`src/rtl/shift_arbiter.sv`:
```
// shift_arbiter: two-port valid/ready arbiter in front of a shared barrel
// shifter, with a one-entry tagged response register.
// Build option: define SHIFT_ARB_RR_EN for round-robin tie breaking;
// leave it undefined for fixed priority (port 0 wins every tie).
module shift_arbiter #(
  parameter logic [1:0] LEFT_SHIFT             = 2'b00,
  parameter logic [1:0] RIGHT_LOGIC_SHIFT      = 2'b01,
  parameter logic [1:0] RIGHT_ARITHMETIC_SHIFT = 2'b10
) (
  input  logic        clk_i,
  input  logic        rst_n_i,
  input  logic        req0_valid_i,
  output logic        req0_ready_o,
  input  logic [31:0] req0_op_a_i,
  input  logic [31:0] req0_op_b_i,
  input  logic [1:0]  req0_opcode_i,
  input  logic        req1_valid_i,
  output logic        req1_ready_o,
  input  logic [31:0] req1_op_a_i,
  input  logic [31:0] req1_op_b_i,
  input  logic [1:0]  req1_opcode_i,
  output logic [31:0] sh_op_a_o,
  output logic [31:0] sh_op_b_o,
  output logic [1:0]  sh_opcode_o,
  input  logic [31:0] sh_result_i,
  output logic        rsp_valid_o,
  input  logic        rsp_ready_i,
  output logic        rsp_id_o,
  output logic [31:0] rsp_result_o
);

  typedef enum logic {EMPTY = 1'b0, FULL = 1'b1} state_t;

  state_t      state;
  logic        can_accept;
  logic        tie_pick1;
  logic        grant0;
  logic        grant1;
  logic [31:0] sel_op_a;
  logic [31:0] sel_op_b;
  logic [1:0]  sel_opcode;

`ifdef SHIFT_ARB_RR_EN
  // Last granted ID; resets to 1 so port 0 takes the first tie.
  logic rr_ptr;
  assign tie_pick1 = ~rr_ptr;
`else
  assign tie_pick1 = 1'b0;
`endif

  // The slot is free when empty or when the held result leaves this cycle.
  // Nothing is granted while reset is asserted.
  assign can_accept = rst_n_i && ((state == EMPTY) || rsp_ready_i);

  assign grant0 = can_accept && req0_valid_i && (!req1_valid_i || !tie_pick1);
  assign grant1 = can_accept && req1_valid_i && (!req0_valid_i ||  tie_pick1);

  assign req0_ready_o = grant0;
  assign req1_ready_o = grant1;

  // Steer the granted payload to the shifter; idle inputs are all-zero.
  always_comb begin
    sel_op_a   = '0;
    sel_op_b   = '0;
    sel_opcode = '0;
    if (grant0) begin
      sel_op_a   = req0_op_a_i;
      sel_op_b   = req0_op_b_i;
      sel_opcode = req0_opcode_i;
    end else if (grant1) begin
      sel_op_a   = req1_op_a_i;
      sel_op_b   = req1_op_b_i;
      sel_opcode = req1_opcode_i;
    end
  end

  assign sh_op_a_o = sel_op_a;
  assign sh_op_b_o = sel_op_b;

  // Opcodes are forwarded unchanged; unknown codes fall through as-is so the
  // shifter itself produces the zero result.
  always_comb begin
    case (sel_opcode)
      LEFT_SHIFT:             sh_opcode_o = LEFT_SHIFT;
      RIGHT_LOGIC_SHIFT:      sh_opcode_o = RIGHT_LOGIC_SHIFT;
      RIGHT_ARITHMETIC_SHIFT: sh_opcode_o = RIGHT_ARITHMETIC_SHIFT;
      default:                sh_opcode_o = sel_opcode;
    endcase
  end

  // Response register FSM: capture on grant, drain on consumer ready.
  always_ff @(posedge clk_i) begin
    if (!rst_n_i) begin
      state        <= EMPTY;
      rsp_id_o     <= 1'b0;
      rsp_result_o <= 32'h0;
`ifdef SHIFT_ARB_RR_EN
      rr_ptr       <= 1'b1;
`endif
    end else begin
      if (grant0 || grant1) begin
        state        <= FULL;
        rsp_id_o     <= grant1;
        rsp_result_o <= sh_result_i;
`ifdef SHIFT_ARB_RR_EN
        rr_ptr       <= grant1;
`endif
      end else if (state == FULL && rsp_ready_i) begin
        state <= EMPTY;
      end
    end
  end

  assign rsp_valid_o = (state == FULL);

endmodule

```
`config.mk`:
```
export PLATFORM = sky130hd
export DESIGN_NAME = shift_arbiter
export DESIGN_NICKNAME = d
export VERILOG_FILES = /design/src/rtl/shift_arbiter.sv
export SDC_FILE = /design/constraint.sdc
export NUM_CORES = 1
export LEC_CHECK = 0
export ABC_AREA = 1
export CAP_MARGIN = 5
export CORE_ASPECT_RATIO = 0.6
export CORE_MARGIN = 3
export CORE_UTILIZATION = 27
export CTS_CLUSTER_SIZE = 30
export DETAILED_ROUTE_END_ITERATION = 8
export PLACE_DENSITY = 0.82
export RECOVER_POWER = 100
export SETUP_SLACK_MARGIN = 0.02
export SYNTH_ARGS = -nofsm -noshare
export SYNTH_HDL_FRONTEND = slang
export SYNTH_SLANG_ARGS = --single-unit
export TNS_END_PERCENT = 100
```
`constraint.sdc`:
```
create_clock -name clk_i -period 1.5 [get_ports clk_i]
set_clock_uncertainty 0.05 [all_clocks]
set_input_delay 0.3 -clock clk_i [delete_from_list [all_inputs] [get_ports clk_i]]
set_output_delay 0.3 -clock clk_i [all_outputs]
set_load 0.005 [all_outputs]
```
==> flow_summary_export.csv <==
group,metric,value,unit
clock_network,cts_made_buffers,5,
global_route,grt_start_max_net_pins,36,
setup_path,r2r_slack,140,ps
logic_synthesis,muxShareOfSynthArea,0,%
logic_synthesis,synth_compound_area_share,0.874,%
setup_path,cp.arrival,1560,ps
global_route,grt_pass1_vias,3861,
routing,wl_per_cell,17.4,um
global_route,grt_usage,27.8,%
setup_path,slowest_stage,"dfxtp_2",
clock_network,clockBufferDepth,2,
floorplan,core_area,8070,sq um
setup_path,r2r_start,"rsp_valid_o",
sta,timing.slew.headroom,74.5,%
setup_path,endpoint,"sh_op_a_o[0]",
sta,min_period,1910,ps
global_route,gr-total-overflow,0,
flow_run,maxCapViolCount,0,
clock_network,clock_sinks,34,
logic_synthesis,synthXorXnorAreaFrac,0,%
floorplan,die_w,125,um
sta,clock.fmax,0.522,GHz
finish,final_nets,900,
logic_synthesis,synth.yosys.warnings,0,
finish,fin_util,78.0,%
logic_synthesis,netlist_instances,431,
setup_path,startpoint_type,"flip-flop",
routing,num_vias,3892,
logic_synthesis,synth-seq-cells,34,
floorplan,ios,271,
routing,viasPerCell,4.63,
floorplan,dieArea,9660,sq um
clock_network,ctsHoldBuffers,0,
finish,drive_gt1_share,35.8,%
finish,area_growth,175,%
logic_synthesis,syn-num-nets,600,
global_route,grt_antenna_before_repair,1,
floorplan,start_util,28.4,%
min_path,hp-class,"flip-flop to flip-flop",
setup_path,criticalPathCategory,"flip-flop to output pin",
sta,period_share,128,%
routing,ant_nets,0,
clock_network,cts_tree,"built",
setup_path,path_common_cell,"buf_12",
pwr,ir_drop,0.588,mV
setup_path,max_stage_delay,350,ps
outcome,status,"finished with violations",
pwr,powerDensity,578,nW/um^2
finish,antenna_cells,0,
logic_synthesis,synth_cell_type_count,16,
setup_path,end_kind,"output pin",
setup_path,path_cells,"nand2_4, nand3_4, inv_8, buf_12, buf_12, buf_16, buf_6, nand2_2, nand2_1, buf_2",
placed_design,io_buffers,270,
sta,timing.final.ws_setup,-415,ps
sta,drv_slew,0,
sta,rsz0062_at_grt,"true",
placed_design,hpwl,9930,um
clock_network,root_buffer,"clkbuf_16",
outcome,violations,"negative setup slack",
routing,drc_errors,0,
floorplan,die_h,77.4,um
setup_path,critPathMaxFanout,8,
logic_synthesis,synth_area,2290,sq um
setup_path,r2r_cells,6,
clock_network,clk_latency,270,ps
clock_network,path_clk_slew,50,ps
finish,fillerInstances,567,
routing,drt_iter0_drc,145,
setup_path,critPathLaunch,"rsp_valid_o",
logic_synthesis,yosysSeqAreaShare,29.7,%
logic_synthesis,synth_fa_ha_area_share,0,%
logic_synthesis,synth_top_family_by_area,"simple AND/OR/NAND/NOR gates",
sta,finalSetupViolCount,68,
setup_path,r2r_end,"rsp_result_o[5]",
placed_design,globalplace.congestion,1.03,
placed_design,pre_cts_ws,-901,ps
clock_network,h-tree-depth,2,
sta,worst_pin_slew,382,ps
pwr,finalPower,3.64,mW
floorplan,rows,25,
global_route,grt_pass1_wl,21600,um
setup_path,critPathRequiredTime,1150,ps
logic_synthesis,avgSynthCellArea,5.32,sq um
logic_synthesis,synth-simple-area-share,57.2,%
routing,firstDrtPassIters,4,
routing,wirelength,14600,um
pwr,p_leak,3.29,nW
sta,hold_violations,0,
timing repair:
item                                    CTS  global route
buffers inserted                         19             8
cloned                                   11             3
endpoints found under the setup margin  115            94
resized for setup                       383           157
pin swaps                                34            32
cell families after synthesis:
| logic type | after synthesis |
|---|---|
| AND/OR/NAND/NOR | 332 |
| flip-flops | 34 |
| AO/OA/AOI/OAI | 2 |
| buffers and inverters | 63 |
where the power goes:
part | switching (mW) | internal [mW]
logic | 0.635 | 0.940
registers | 0.0405 | 0.982
clock network | 0.384 | 0.657
total | 1.06 | 2.58
cell type report:
class	count	area (sq um)	share of cell area, %
clock buffers	6	139	2.21
clock inverters	2	12.5	0.199
inverters	36	150	2.39
multi-input cells	334	1870	29.8
flip-flops and latches	34	682	10.8
well taps	108	135	2.15
repair buffers	320	3300	52.5
critical path, delay by kind of cell, from the launching register on:
family,cells,cell delay [ps]
buf+inv,6,680
flops,1,350
simple gates,4,260
cells in the final DEF, fill, tap and decap left out, types with 31 or more instances in the layout:
master | Yosys | routed
inv_1 | 33 | 33
nor2_1 | 65 | 64
buf_2 | 14 | 49
nand3_1 | 33 | 33
nand2_1 | 231 | 104
nand2_2 | 1 | 86
buf_6 | 1 | 31
nand2_4 | 0 | 42
clkdlybuf4s50_1 | 0 | 168
dfxtp_1 | 34 | 33
sequential cells by signal (all words and copies together), names as in the netlist:
register,flops
rsp_valid_o,1
rsp_id_o,1
rsp_result_o,32
per-layer routing:
| layer | part of all wire (%) | GRT usage, % | up-vias | wire length (um) |
|---|---|---|---|---|
| met3 | 7.3 | 7.70 | 36 | 1070 |
| li1 | - | - | 1882 | - |
| met5 | 0.075 | 0 | - | 11 |
| met4 | 3.0 | 6.93 | 2 | 445 |
| met1 | 38 | 33.1 | 1803 | 5580 |
| met2 | 51 | 49.8 | 169 | 7490 |
worst min-delay path by stage:
stage	start	endpoint	slack, ps	depth (start not counted)
3_5_place_dp	rsp_id_o	rsp_id_o	420	2
2_1_floorplan	sh_result_i[11]	rsp_result_o[11]	380	2
5_1_grt	rsp_id_o	rsp_id_o	430	2
4_1_cts	rsp_id_o	rsp_id_o	430	2
3_3_place_gp	rsp_id_o	rsp_id_o	410	2
6_report	rsp_id_o	rsp_id_o	420	2
cells in the mapped netlist, drive strengths merged:
cell | instances | share of area, %
nor2 | 65 | 11
nand3 | 35 | 8.4
nand2 | 232 | 38
o211ai | 1 | 0.55
buf | 22 | 5.5
inv | 36 | 5.9
a21boi | 1 | 0.33
clkbuf | 5 | 0.82
dfxtp | 34 | 30
stage by stage:
stage,instance area [sq um],hold slack (ps),setup TNS (ps),instances
after floorplan,2290,385,0,431
after global placement,5150,405,-71670,796
after detailed placement,5150,425,-73110,796
after CTS,5700,430,-20480,832
after global routing,6290,433,-24190,840
final,6290,417,-20230,840
Note: power is estimated with default switching activity, not from simulation.
==> variant (same flow settings) <==
The option `SHIFT_ARB_RR_EN` is turned on by a define.
--- a/src/rtl/shift_arbiter.sv
+++ b/src/rtl/shift_arbiter.sv
@@ -3,4 +3,6 @@
 // Build option: define SHIFT_ARB_RR_EN for round-robin tie breaking;
 // leave it undefined for fixed priority (port 0 wins every tie).
+`define SHIFT_ARB_RR_EN
+
 module shift_arbiter #(
   parameter logic [1:0] LEFT_SHIFT             = 2'b00,
Behaviour: not the same (a bounded check fails within 4 cycles, from zero or initial values and one cycle with rst_n_i low).
==> variant against the original RTL <==
  * The flow still finishes with violations (negative setup slack)
  * Critical path depth unchanged
  * Sequential power rose by 6%
  * Total power increased by 8.4%
  * Sequential cell count is 1 higher
  * Routed wire length is 1.0% lower
  * Synthesized area increased by 8.5%
  * Cell area rose by 2.9%
  * Worst setup slack lost 0.064 ns
  * Synthesized cell count grew 2.3%
  * Utilization down 3.7 points
  * Critical path type unchanged
  * Critical endpoint is now sh_op_a_o[19]
==> variant: results <==
set metrics [dict create \
    crit_arrival_ns 1.63 \
    crit_fanout 5 \
    fillCellCount 633 \
    detailed_place.area_um2 5350 \
    setup-violations-final 101 \
    track_usage 0.216 \
    timing.max_slew.rel_slack 0.738 \
    synth.top_cells.by_count "sky130_fd_sc_hd__nand2_1, sky130_fd_sc_hd__nor2_1, sky130_fd_sc_hd__inv_1" \
    num-nets-final 925 \
    seq_area_frac_synth 0.282 \
    placed_cells 814 \
    grt_pass1_wl_um 17900 \
    final-instance-count-excl-fill 868 \
    largest_net_degree_at_the_start_of_global_routing 36 \
    drt_first_iter_violations 147 \
    wl_per_cell_um 16.6 \
    vias 3971 \
    p_leak_nw 3.26 \
    syn-num-nets 610 \
    area_contributors_post_synth "sky130_fd_sc_hd__nand2_1, sky130_fd_sc_hd__dfxtp_1, sky130_fd_sc_hd__nor2_1" \
    vias_in_the_first_global_route 3690 \
    worst_skew_pair.late_latency_ns 0.27 \
    synth_cell_types 20 \
    globalplace.congestion 0.880 \
    antenna_found_initial 0 \
    status "finished, violations left" \
    synthCells 441 \
    regMostFlops "rsp_result_o" \
    fin_ws_ns -0.479 \
    port_buffers 270 \
    hpwlAfterDp_um 9440 \
    irDropWorstVdd_v 0.000524 \
    worst_path_largest_cell_delay_ns 0.33 \
    ys_async_rst_share 0 \
    cts_root_buf "sky130_fd_sc_hd__clkbuf_16" \
    largest_register_ffs 32 \
    post_route_cells_drive_above_1_share 0.381 \
    violations "negative setup slack" \
    synth-compound-area-share 0.0106 \
]
[variant: cell types whose count changed after synthesis, moves of 4 or more]
| cell | unedited run | this run |
|---|---|---|
| sky130_fd_sc_hd__nand3_2 | 1 | 8 |
| sky130_fd_sc_hd__buf_2 | 14 | 10 |
| sky130_fd_sc_hd__clkbuf_1 | 5 | 0 |
| sky130_fd_sc_hd__nand2_1 | 231 | 236 |
| sky130_fd_sc_hd__nand3_1 | 33 | 24 |
| sky130_fd_sc_hd__buf_6 | 1 | 7 |
[variant: stage by stage]
stage | hold slack, ns | TNS [ns] | setup WS [ns] | utilization
after floorplan | 0.385 | 0 | 0.0605 | -
after global placement | 0.415 | -81.00 | -0.971 | 0.614
after detailed placement | 0.425 | -81.99 | -0.981 | 0.614
after CTS | 0.425 | -34.90 | -0.745 | 0.650
after global routing | 0.486 | -38.24 | -0.545 | 0.743
final | 0.432 | -30.93 | -0.479 | 0.743
[variant: cells by family (layout without fill, tap and decap cells)]
group                  after synthesis  in the layout
and+or+nand+nor                    338            338
AOI/OAI and AO/OA                    4              4
buffers and inverters               64            379
DFF                                 35             35
[variant: routing by layer]
layer / share of wire / track usage / up-vias
met4: 0.037 / 0.0716 / 0
met5: 0 / 0 / -
met3: 0.076 / 0.0618 / 42
met2: 0.50 / 0.388 / 194
met1: 0.38 / 0.247 / 1800
li1: - / - / 1935
[variant: area by class of cell]
| class | count | area, um2 | share of cell area |
|---|---|---|---|
| clock inverter | 1 | 5.00 | 0.000773 |
| inverter | 37 | 139 | 0.0215 |
| timing repair buffer | 335 | 3460 | 0.535 |
| clock buffer | 6 | 139 | 0.0215 |
| sequential | 35 | 706 | 0.109 |
| tap | 112 | 140 | 0.0216 |
| multi-input combinational | 342 | 1880 | 0.290 |
[variant: worst min-delay path, cell delays in order (launching register included)]
cell and delay (ns):
sky130_fd_sc_hd__dfxtp_1 0.31, sky130_fd_sc_hd__nand2_1 0.05, sky130_fd_sc_hd__o21ai_0 0.07
[variant: repair_timing]
item	CTS	global route
setup buffers	12	21
hold endpoints to repair	0	0
resized for setup	202	277
cloned	5	12
endpoints found under the setup margin	114	132
pin swaps	3	67
[variant: worst paths after layout]
check | slack [ns] | cells past startpoint | to | startpoint
setup / recovery | -0.48 | 10 | sh_op_a_o[19] | rsp_valid_o
hold / removal | 0.43 | 2 | rsp_id_o | rsp_id_o
setup reg to reg | -0.27 | 13 | rsp_result_o[3] | rsp_valid_o
hold reg to reg | 0.43 | 2 | rsp_id_o | rsp_id_o
[variant: report_power, final]
part / internal, mW / switching [mW]
combinational: 1.11 / 0.743
sequential: 1.02 / 0.0516
clock: 0.648 / 0.373
